[src/rtl/lsu_pkg.sv]
// Shared types and helpers for the load/store unit: FSM states, RISC-V funct3
// encodings and the access-size data mask.
package lsu_pkg;

  localparam int unsigned MEM_BYTES_DEFAULT = 8192;

  typedef enum logic [2:0] {
    StIdle,
    StRd,
    StCap,
    StWr,
    StErr
  } lsu_state_e;

  localparam logic [2:0] F3_B  = 3'b000;
  localparam logic [2:0] F3_H  = 3'b001;
  localparam logic [2:0] F3_W  = 3'b010;
  localparam logic [2:0] F3_D  = 3'b011;
  localparam logic [2:0] F3_BU = 3'b100;
  localparam logic [2:0] F3_HU = 3'b101;
  localparam logic [2:0] F3_WU = 3'b110;

  // Right-aligned bit mask covering an access of 1 << size bytes.
  function automatic logic [63:0] size_mask(input logic [1:0] size);
    logic [63:0] mask;
    case (size)
      2'd0:    mask = 64'h0000_0000_0000_00ff;
      2'd1:    mask = 64'h0000_0000_0000_ffff;
      2'd2:    mask = 64'h0000_0000_ffff_ffff;
      default: mask = 64'hffff_ffff_ffff_ffff;
    endcase
    return mask;
  endfunction

endpackage

[src/rtl/lsu_if.sv]
// Pipeline request/response and data-memory port of the load/store unit.
// The slave modport is the unit itself; master is its environment.
interface lsu_if #(
  parameter int unsigned XLEN = 64
);
  logic            req_valid;
  logic            req_ready;
  logic            req_load;
  logic            req_store;
  logic [2:0]      req_funct3;
  logic [XLEN-1:0] req_addr;
  logic [XLEN-1:0] req_wdata;
  logic            resp_valid;
  logic [XLEN-1:0] resp_data;
  logic            resp_err;
  logic [XLEN-1:0] mem_address;
  logic [XLEN-1:0] mem_writeData;
  logic            mem_MemWrite;
  logic            mem_MemRead;
  logic [XLEN-1:0] mem_readData;

  modport slave (
    input  req_valid, req_load, req_store, req_funct3, req_addr, req_wdata, mem_readData,
    output req_ready, resp_valid, resp_data, resp_err,
    output mem_address, mem_writeData, mem_MemWrite, mem_MemRead
  );

  modport master (
    output req_valid, req_load, req_store, req_funct3, req_addr, req_wdata, mem_readData,
    input  req_ready, resp_valid, resp_data, resp_err,
    input  mem_address, mem_writeData, mem_MemWrite, mem_MemRead
  );
endinterface

[src/rtl/lsu_lane_align.sv]
// Byte-lane steering between a memory doubleword and a sized access: extended
// load value and read-modify-write merged store doubleword.
module lsu_lane_align
  import lsu_pkg::*;
(
  input  logic [63:0] rdata,
  input  logic [2:0]  offset,
  input  logic [2:0]  funct3,
  input  logic [63:0] wdata,
  output logic [63:0] load_data,
  output logic [63:0] store_data
);

  logic [5:0]  shamt;
  logic [63:0] mask;
  logic [63:0] shifted;
  logic [63:0] raw;
  logic        sign;

  always_comb begin
    shamt   = {offset, 3'b000};
    mask    = size_mask(funct3[1:0]);
    shifted = rdata >> shamt;
    raw     = shifted & mask;
    case (funct3[1:0])
      2'd0:    sign = shifted[7];
      2'd1:    sign = shifted[15];
      2'd2:    sign = shifted[31];
      default: sign = shifted[63];
    endcase
    // funct3[2] selects the unsigned (zero-extending) load variants.
    load_data  = (!funct3[2] && sign) ? (raw | ~mask) : raw;
    store_data = (rdata & ~(mask << shamt)) | ((wdata & mask) << shamt);
  end

endmodule

[src/rtl/load_store_unit.sv]
// MEM-stage load/store unit: turns sized pipeline requests into doubleword
// accesses on a one-cycle-latency memory, with read-modify-write for narrow stores.
module load_store_unit
  import lsu_pkg::*;
#(
  parameter int unsigned MEM_BYTES = MEM_BYTES_DEFAULT,
  parameter int unsigned XLEN      = 64
) (
  input logic clk,
  input logic reset,
  lsu_if.slave bus
);

  lsu_state_e      state_q;
  logic [XLEN-1:0] addr_q;
  logic [XLEN-1:0] wdata_q;
  logic [2:0]      funct3_q;
  logic            is_load_q;
  logic [XLEN-1:0] merge_q;
  logic            resp_valid_q;
  logic [XLEN-1:0] resp_data_q;
  logic            resp_err_q;

  logic            misaligned;
  logic            req_err;
  logic [63:0]     load_data;
  logic [63:0]     store_data;

  always_comb begin
    case (bus.req_funct3[1:0])
      2'd0:    misaligned = 1'b0;
      2'd1:    misaligned = bus.req_addr[0];
      2'd2:    misaligned = |bus.req_addr[1:0];
      default: misaligned = |bus.req_addr[2:0];
    endcase
    req_err = misaligned
           || (bus.req_addr >= XLEN'(MEM_BYTES))
           || (bus.req_load == bus.req_store)
           || (bus.req_load && (bus.req_funct3 == 3'b111))
           || (bus.req_store && bus.req_funct3[2]);
  end

  lsu_lane_align u_lane_align (
    .rdata      (bus.mem_readData),
    .offset     (addr_q[2:0]),
    .funct3     (funct3_q),
    .wdata      (wdata_q),
    .load_data  (load_data),
    .store_data (store_data)
  );

  always_ff @(posedge clk) begin
    if (!reset) begin
      state_q      <= StIdle;
      addr_q       <= '0;
      wdata_q      <= '0;
      funct3_q     <= '0;
      is_load_q    <= 1'b0;
      merge_q      <= '0;
      resp_valid_q <= 1'b0;
      resp_data_q  <= '0;
      resp_err_q   <= 1'b0;
    end else begin
      resp_valid_q <= 1'b0;
      resp_data_q  <= '0;
      resp_err_q   <= 1'b0;
      unique case (state_q)
        StIdle: begin
          if (bus.req_valid) begin
            addr_q    <= bus.req_addr;
            wdata_q   <= bus.req_wdata;
            funct3_q  <= bus.req_funct3;
            is_load_q <= bus.req_load;
            if (req_err) begin
              state_q <= StErr;
            end else if (bus.req_store && (bus.req_funct3[1:0] == F3_D[1:0])) begin
              // Full doubleword store needs no read-back.
              merge_q <= bus.req_wdata;
              state_q <= StWr;
            end else begin
              state_q <= StRd;
            end
          end
        end
        StRd: state_q <= StCap;
        StCap: begin
          if (is_load_q) begin
            resp_valid_q <= 1'b1;
            resp_data_q  <= load_data;
            state_q      <= StIdle;
          end else begin
            merge_q <= store_data;
            state_q <= StWr;
          end
        end
        StWr: begin
          resp_valid_q <= 1'b1;
          state_q      <= StIdle;
        end
        StErr: begin
          resp_valid_q <= 1'b1;
          resp_err_q   <= 1'b1;
          state_q      <= StIdle;
        end
        default: state_q <= StIdle;
      endcase
    end
  end

  assign bus.req_ready     = (state_q == StIdle);
  assign bus.resp_valid    = resp_valid_q;
  assign bus.resp_data     = resp_data_q;
  assign bus.resp_err      = resp_err_q;
  assign bus.mem_MemRead   = (state_q == StRd);
  assign bus.mem_MemWrite  = (state_q == StWr);
  assign bus.mem_address   = ((state_q == StRd) || (state_q == StWr)) ?
                             {addr_q[XLEN-1:3], 3'b000} : '0;
  assign bus.mem_writeData = (state_q == StWr) ? merge_q : '0;

endmodule

[src/flat_wrapper.sv]
// flat-port wrapper written by rule: the top's interface ports become plain ports
module load_store_unit_flat import lsu_pkg::*;
#(
  parameter int unsigned MEM_BYTES = MEM_BYTES_DEFAULT,
  parameter int unsigned XLEN      = 64
)
  (clk, reset, bus_req_valid, bus_req_load, bus_req_store, bus_req_funct3, bus_req_addr, bus_req_wdata, bus_mem_readData, bus_req_ready, bus_resp_valid, bus_resp_data, bus_resp_err, bus_mem_address, bus_mem_writeData, bus_mem_MemWrite, bus_mem_MemRead);
  lsu_if #(.XLEN(XLEN)) bus_i ();
  input logic clk;
  input logic reset;
  input wire logic [$bits(bus_i.req_valid)-1:0] bus_req_valid;
  input wire logic [$bits(bus_i.req_load)-1:0] bus_req_load;
  input wire logic [$bits(bus_i.req_store)-1:0] bus_req_store;
  input wire logic [$bits(bus_i.req_funct3)-1:0] bus_req_funct3;
  input wire logic [$bits(bus_i.req_addr)-1:0] bus_req_addr;
  input wire logic [$bits(bus_i.req_wdata)-1:0] bus_req_wdata;
  input wire logic [$bits(bus_i.mem_readData)-1:0] bus_mem_readData;
  output wire logic [$bits(bus_i.req_ready)-1:0] bus_req_ready;
  output wire logic [$bits(bus_i.resp_valid)-1:0] bus_resp_valid;
  output wire logic [$bits(bus_i.resp_data)-1:0] bus_resp_data;
  output wire logic [$bits(bus_i.resp_err)-1:0] bus_resp_err;
  output wire logic [$bits(bus_i.mem_address)-1:0] bus_mem_address;
  output wire logic [$bits(bus_i.mem_writeData)-1:0] bus_mem_writeData;
  output wire logic [$bits(bus_i.mem_MemWrite)-1:0] bus_mem_MemWrite;
  output wire logic [$bits(bus_i.mem_MemRead)-1:0] bus_mem_MemRead;
  assign bus_i.req_valid = bus_req_valid;
  assign bus_i.req_load = bus_req_load;
  assign bus_i.req_store = bus_req_store;
  assign bus_i.req_funct3 = bus_req_funct3;
  assign bus_i.req_addr = bus_req_addr;
  assign bus_i.req_wdata = bus_req_wdata;
  assign bus_i.mem_readData = bus_mem_readData;
  assign bus_req_ready = bus_i.req_ready;
  assign bus_resp_valid = bus_i.resp_valid;
  assign bus_resp_data = bus_i.resp_data;
  assign bus_resp_err = bus_i.resp_err;
  assign bus_mem_address = bus_i.mem_address;
  assign bus_mem_writeData = bus_i.mem_writeData;
  assign bus_mem_MemWrite = bus_i.mem_MemWrite;
  assign bus_mem_MemRead = bus_i.mem_MemRead;
  load_store_unit #(.MEM_BYTES(MEM_BYTES), .XLEN(XLEN)) u_core (.clk(clk), .reset(reset), .bus(bus_i));
endmodule
[config.mk]
export PLATFORM = sky130hd
export DESIGN_NAME = load_store_unit_flat
export DESIGN_NICKNAME = d
export VERILOG_FILES = /design/src/rtl/lsu_pkg.sv /design/src/rtl/lsu_if.sv /design/src/rtl/lsu_lane_align.sv /design/src/rtl/load_store_unit.sv /design/src/flat_wrapper.sv
export SDC_FILE = /design/constraint.sdc
export NUM_CORES = 1
export LEC_CHECK = 0
export BUFFER_PORTS_ARGS = -buffer_cell sky130_fd_sc_hd__buf_2
export CORE_MARGIN = 2
export CORE_UTILIZATION = 45
export CTS_CLUSTER_SIZE = 30
export DETAILED_ROUTE_END_ITERATION = 8
export PLACE_DENSITY_LB_ADDON = 0.1
export SLEW_MARGIN = 20
export SYNTH_ARGS = -nofsm -noshare
export SYNTH_HDL_FRONTEND = slang
export SYNTH_SLANG_ARGS = --single-unit
[constraint.sdc]
create_clock -name clk -period 3.45 [get_ports clk]
set_clock_uncertainty 0.15 [all_clocks]
set_input_delay 0.5175 -clock clk [delete_from_list [all_inputs] [get_ports clk]]
set_output_delay 0.5175 -clock clk [all_outputs]
set_load 0.1 [all_outputs]
# Yosys cells after proc, flatten, opt, wreduce, memory -nomap -nowiden
# Index checks and enable logic that the tools add are counted.
[word_totals]
ff_bits = 265
elab_cells = 74
[op_classes]
order_cmp = 1
n_eq_ne = 15
shifts = 3
mux = 19
bitwise_logic = 7
reduce_logical = 20
[ops]
columns = ["cell", "n"]
rows = [
  ["64-bit 2-to-1 mux", 7],
  ["64-bit bitwise AND", 3],
  ["64-bit case mux with 3 select lines", 1],
  ["64-bit inverter", 2],
  ["64-bit OR", 2],
  ["64-bit case mux with 2 select lines", 1],
  ["64-bit by 6-bit << shifter with 64-bit output", 2],
  ["64-bit by 14-bit >= comparator with 1-bit output (second input constant)", 1],
  ["64-bit by 6-bit right shift with 64-bit output", 1],
  ["3-bit case mux with 3 select lines", 1],
  ["2-bit equality test (second input constant)", 3],
  ["3-bit by 2-bit equality test with 1-bit output (second input constant)", 2],
  ["3-bit equality test (second input constant)", 2],
  ["3-bit 2-to-1 mux", 2],
  ["2-bit != test (second input constant)", 3],
  ["1-bit case mux with 3 select lines", 2],
  ["1-bit logical OR", 5],
  ["5-bit AND reduction", 1],
  ["2-bit by 1-bit equality test with 1-bit output (second input constant)", 2],
  ["1-bit logical AND", 4],
  ["2-bit logical NOT", 2],
  ["2-bit 2-to-1 mux", 2],
  ["2-bit OR reduction", 2],
  ["3-bit by 1-bit equality test with 1-bit output (second input constant)", 1],
  ["other kinds (10)", 11],
]

# Depth between registers and ports, before layout
[logic_depth]
depth_word = 9
ltp_mapped = 10
ltp_nobuf = 6

# Modules after synthesis
# A second synthesis with hierarchy kept.
[hier_totals]
hier_cells = 1975
hier_area_um2 = 15451.1
[modules_own_cells]
columns = ["module", "n_inst", "cells_per_inst", "area_each_um2"]
rows = [
  ["load_store_unit", 1, 1274, 10711.5],
  ["lsu_lane_align", 1, 701, 4739.5],
]

# Worst setup path before layout
# OpenSTA, ideal clock, no wires.
[synth_timing]
path_kind = "reg-to-reg"
start = "reg u_core.state_q[1]"
end = "reg u_core.merge_q[4]"
arrival_ns = 2.919
path_slack_ns = 0.238
path_stages_with_launch = 10
period_less_slack_ns = 3.212
cell_sequence = "dfxtp_1 > buf_2 > nor3_4 > nand2_2 > or3_1 > or4_1 > buf_2 > clkbuf_1 > nand4_1 > o41ai_2"
[synth_between]
elab_chain_cells = 3
elab_cells_between_ends = 9
[synth_lines]
columns = ["element", "line", "rtl"]
rows = [
  ["from (decl)", "load_store_unit.sv:14", "lsu_state_e state_q;"],
  ["from (signal assigned)", "load_store_unit.sv:54", "state_q <= StIdle;"],
  ["from (signal assigned)", "load_store_unit.sv:75", "state_q <= StErr;"],
  ["from (signal assigned)", "load_store_unit.sv:79", "state_q <= StWr;"],
  ["3-bit logical NOT *", "-", ""],
  ["named net bus_req_ready", "flat_wrapper.sv:18", "output wire logic [$bits(bus_i.req_ready)-1:0] bus_req_ready;"],
  ["2-bit != test (no line), or another cell as far along", "-", ""],
  ["5-bit AND reduction (no line)", "-", ""],
  ["to (signal assigned)", "load_store_unit.sv:78", "merge_q <= bus.req_wdata;"],
  ["to (signal assigned)", "load_store_unit.sv:92", "merge_q <= store_data;"],
  ["to (decl)", "load_store_unit.sv:19", "logic [XLEN-1:0] merge_q;"],
]
# The timed path passes the listed nets; every way through them passes the cells marked *.
# A chain may end at the register's enable or synchronous reset.

# Worst setup path after layout
[layout_timing]
start = "reg u_core.state_q[0]"
end = "out bus_mem_MemRead"
[layout_between]
elab_chain_cells = 1
[layout_lines]
columns = ["element", "line", "rtl"]
rows = [
  ["3-bit by 1-bit equality test with 1-bit output", "load_store_unit.sv:114", "assign bus.mem_MemRead = (state_q == StRd);"],
  ["to (decl)", "flat_wrapper.sv:25", "output wire logic [$bits(bus_i.mem_MemRead)-1:0] bus_mem_MemRead;"],
]
# No other way between the ends.

==> impl_metrics.yaml <==
clock_network:
  post-cts-setup-buffers: 0
  cts_buffers: 29
  root_buffer: "clkbuf_16"
  cts.htree.levels: 1
  clock-sinks: 265
  cts-resized-gates: 0
  clkSlewWorstSetupHoldPaths_ps: 60
  cts_tree: "done"
  cts_buffer_depth: 3
  clk_latency_ps: 560
  cts_hold_buf: 0
power:
  fin_total_pwr_mw: 7.57
  p_leak_nw: 8.03
  ir_drop_mv: 0.406
  power.density_nw_per_um2: 418
sta:
  worstMarginPinSlew_ps: 1110
  whs_ps: 46.0
  tns_ps: 0
  finalSetupViolCount: 0
  period_share: 0.887
  hold_violations: 0
  relSlewSlack: 0.258
  slew_viol_final: 0
  period_minus_slack_ps: 3060
  rsz0062_at_grt: "no"
  worst_slack_ps: 389
  fmax_mhz: 327
final_layout:
  final_layout_size_suffix_gt1_frac: 0.280
  nFillCells: 3124
  final_area_um2: 18100
  final_cells: 2648
  nets: 2381
  final_util: 0.561
  layout_commonest_cell: "nand2_1"
  syn_to_final_growth_pct: 23.6
  final_cell_mix: "nand2_1, buf_2, dfxtp_1"
placed_design:
  dp.cells: 2592
  dp_hpwl_mm: 46.3
  pre_cts_slack_ps: 93.1
  place.gp.congestion: 1.01
  placed_cell_area_um2: 17100
  numPortBuffers: 393
drt:
  wl_met1_mm: 25.7
  drtIter0Drc: 1518
  dr.pass1.iters: 5
  drc_errors: 0
  wl_met2_mm: 28.3
  drt.antenna.violating_nets: 0
  vias_per_cell: 6.01
  wl_per_cell_um: 23.3
  totalWireLength_mm: 61.6
  wl_met3_mm: 5.19
  route.top_layer_used: "met4"
  num_vias: 15900
yosys:
  avgSynthCellArea_um2: 7.86
  ys_seq_area_frac: 0.362
  synth-edff-count: 0
  synthArstFlopShare: 0
  ys.warnings.count: 0
  ys_ff_latch: 265
  syn_area_um2: 14700
  synthDistinctLibCells: 62
  synth_flop_cell: "dfxtp_1"
  syn_inst: 1865
floorplan:
  core_area_um2: 32300
  dieArea_um2: 34100
  ios: 397
  start_util: 0.454
  die_w_um: 185
  core.rowCount: 66
  die_y_um: 185
global_route:
  grt_pass1_vias: 14900
  antenna_found_initial: 3
  grt_usage: 0.351
  grt_pass1_wl_mm: 91.3
  globalRouteOverflowTotal: 0
  grt_max_degree: 91
flow_run:
  maxCapViolCount: 0
worst_setup_path:
  crit_path_end_kind: "output port"
  crit_path_start_kind: "flip-flop"
  cp.required_ps: 2780
  path_class: "reg -> out"
  worst-path-max-fanout: 37
  cp.arrival_ps: 2390
status:
  status: "completed"
worst_hold_path:
  hp-class: "in -> reg"
[report_power, final]
group	leakage (nW)	switching, mW	total [mW]	internal [mW]
combinational	5.38	0.691	1.08	0.385
sequential	2.16	0.131	3.28	3.15
clock	0.492	1.30	3.21	1.91
total	8.03	2.12	7.57	5.45
[path summary, 6_finish.rpt]
check	start	to	slack, ps	depth (start not counted)
worst max-delay path	u_core.state_q[0]$_SDFFE_PN0P_	bus_mem_MemRead	390	4
worst min-delay path	bus_req_addr[10]	u_core.addr_q[10]$_SDFFE_PN0P_	50	3
worst max register to register	u_core.addr_q[0]$_SDFFE_PN0P_	u_core.merge_q[57]$_SDFFE_PN0P_	480	6
worst min register to register	u_core.addr_q[34]$_SDFFE_PN0P_	u_core.addr_q[34]$_SDFFE_PN0P_	300	2
[kinds of logic after synthesis]
logic type | synth area share
and+or+nand+nor | 0.222
other | 0.000256
DFF | 0.362
buffers and inverters | 0.0555
muxes | 0.108
AOI/OAI and AO/OA | 0.253
[cell type report]
class                           count  area (um^2)  share of cell area
Antenna cell                        3         7.51            0.000414
Clock inverter                     12          143             0.00787
Tap cell                          442          553              0.0305
Inverter                           14         55.1             0.00304
Multi-Input combinational cell   1398         8590               0.474
Timing Repair Buffer              473         2620               0.145
Sequential cell                   265         5320               0.293
Clock buffer                       41          841              0.0464
[registers in the layout, summed over array words and instances (netlist names)]
| signal | cells |
|---|---|
| u_core.addr_q | 64 |
| u_core.merge_q | 64 |
| u_core.is_load_q | 1 |
| u_core.bus.resp_valid | 1 |
| u_core.funct3_q | 3 |
| u_core.state_q | 3 |
| u_core.bus.resp_err | 1 |
| u_core.bus.resp_data | 64 |
| u_core.wdata_q | 64 |
[cell usage after synthesis (12+ instances only)]
master	n	area, um^2
buf_2	18	90.1
mux2_2	29	327
a221o_1	13	130
nand2_1	398	1490
mux4_2	22	495
nor2b_1	20	125
inv_1	12	45.0
o211ai_1	42	315
a22oi_1	13	97.6
and2_1	67	419
nand4_1	18	113
a21oi_1	229	1150
dfxtp_1	265	5310
and3_1	69	432
o41ai_2	15	244
a211oi_1	19	143
o21ai_0	119	596
nor4_1	13	81.3
clkbuf_1	143	537
mux2i_1	76	761
nand3_1	21	105
nor2_1	55	206
buf_1	24	90.1
a221oi_1	25	219
a31o_1	15	131
[metal layers]
metal  track usage  vias to the layer above
li1              -                     7331
met1         0.468                     7663
met2         0.572                      799
met3        0.0601                      127
met4         0.125                        0
met5             0                        -
[critical path, cell delays in order (launching register included)]
cell     delay (ps)
dfxtp_1         540
nor2b_4         250
buf_4           320
nor2b_1         240
buf_2           480
No activity file was read; power rests on OpenSTA's default activity.
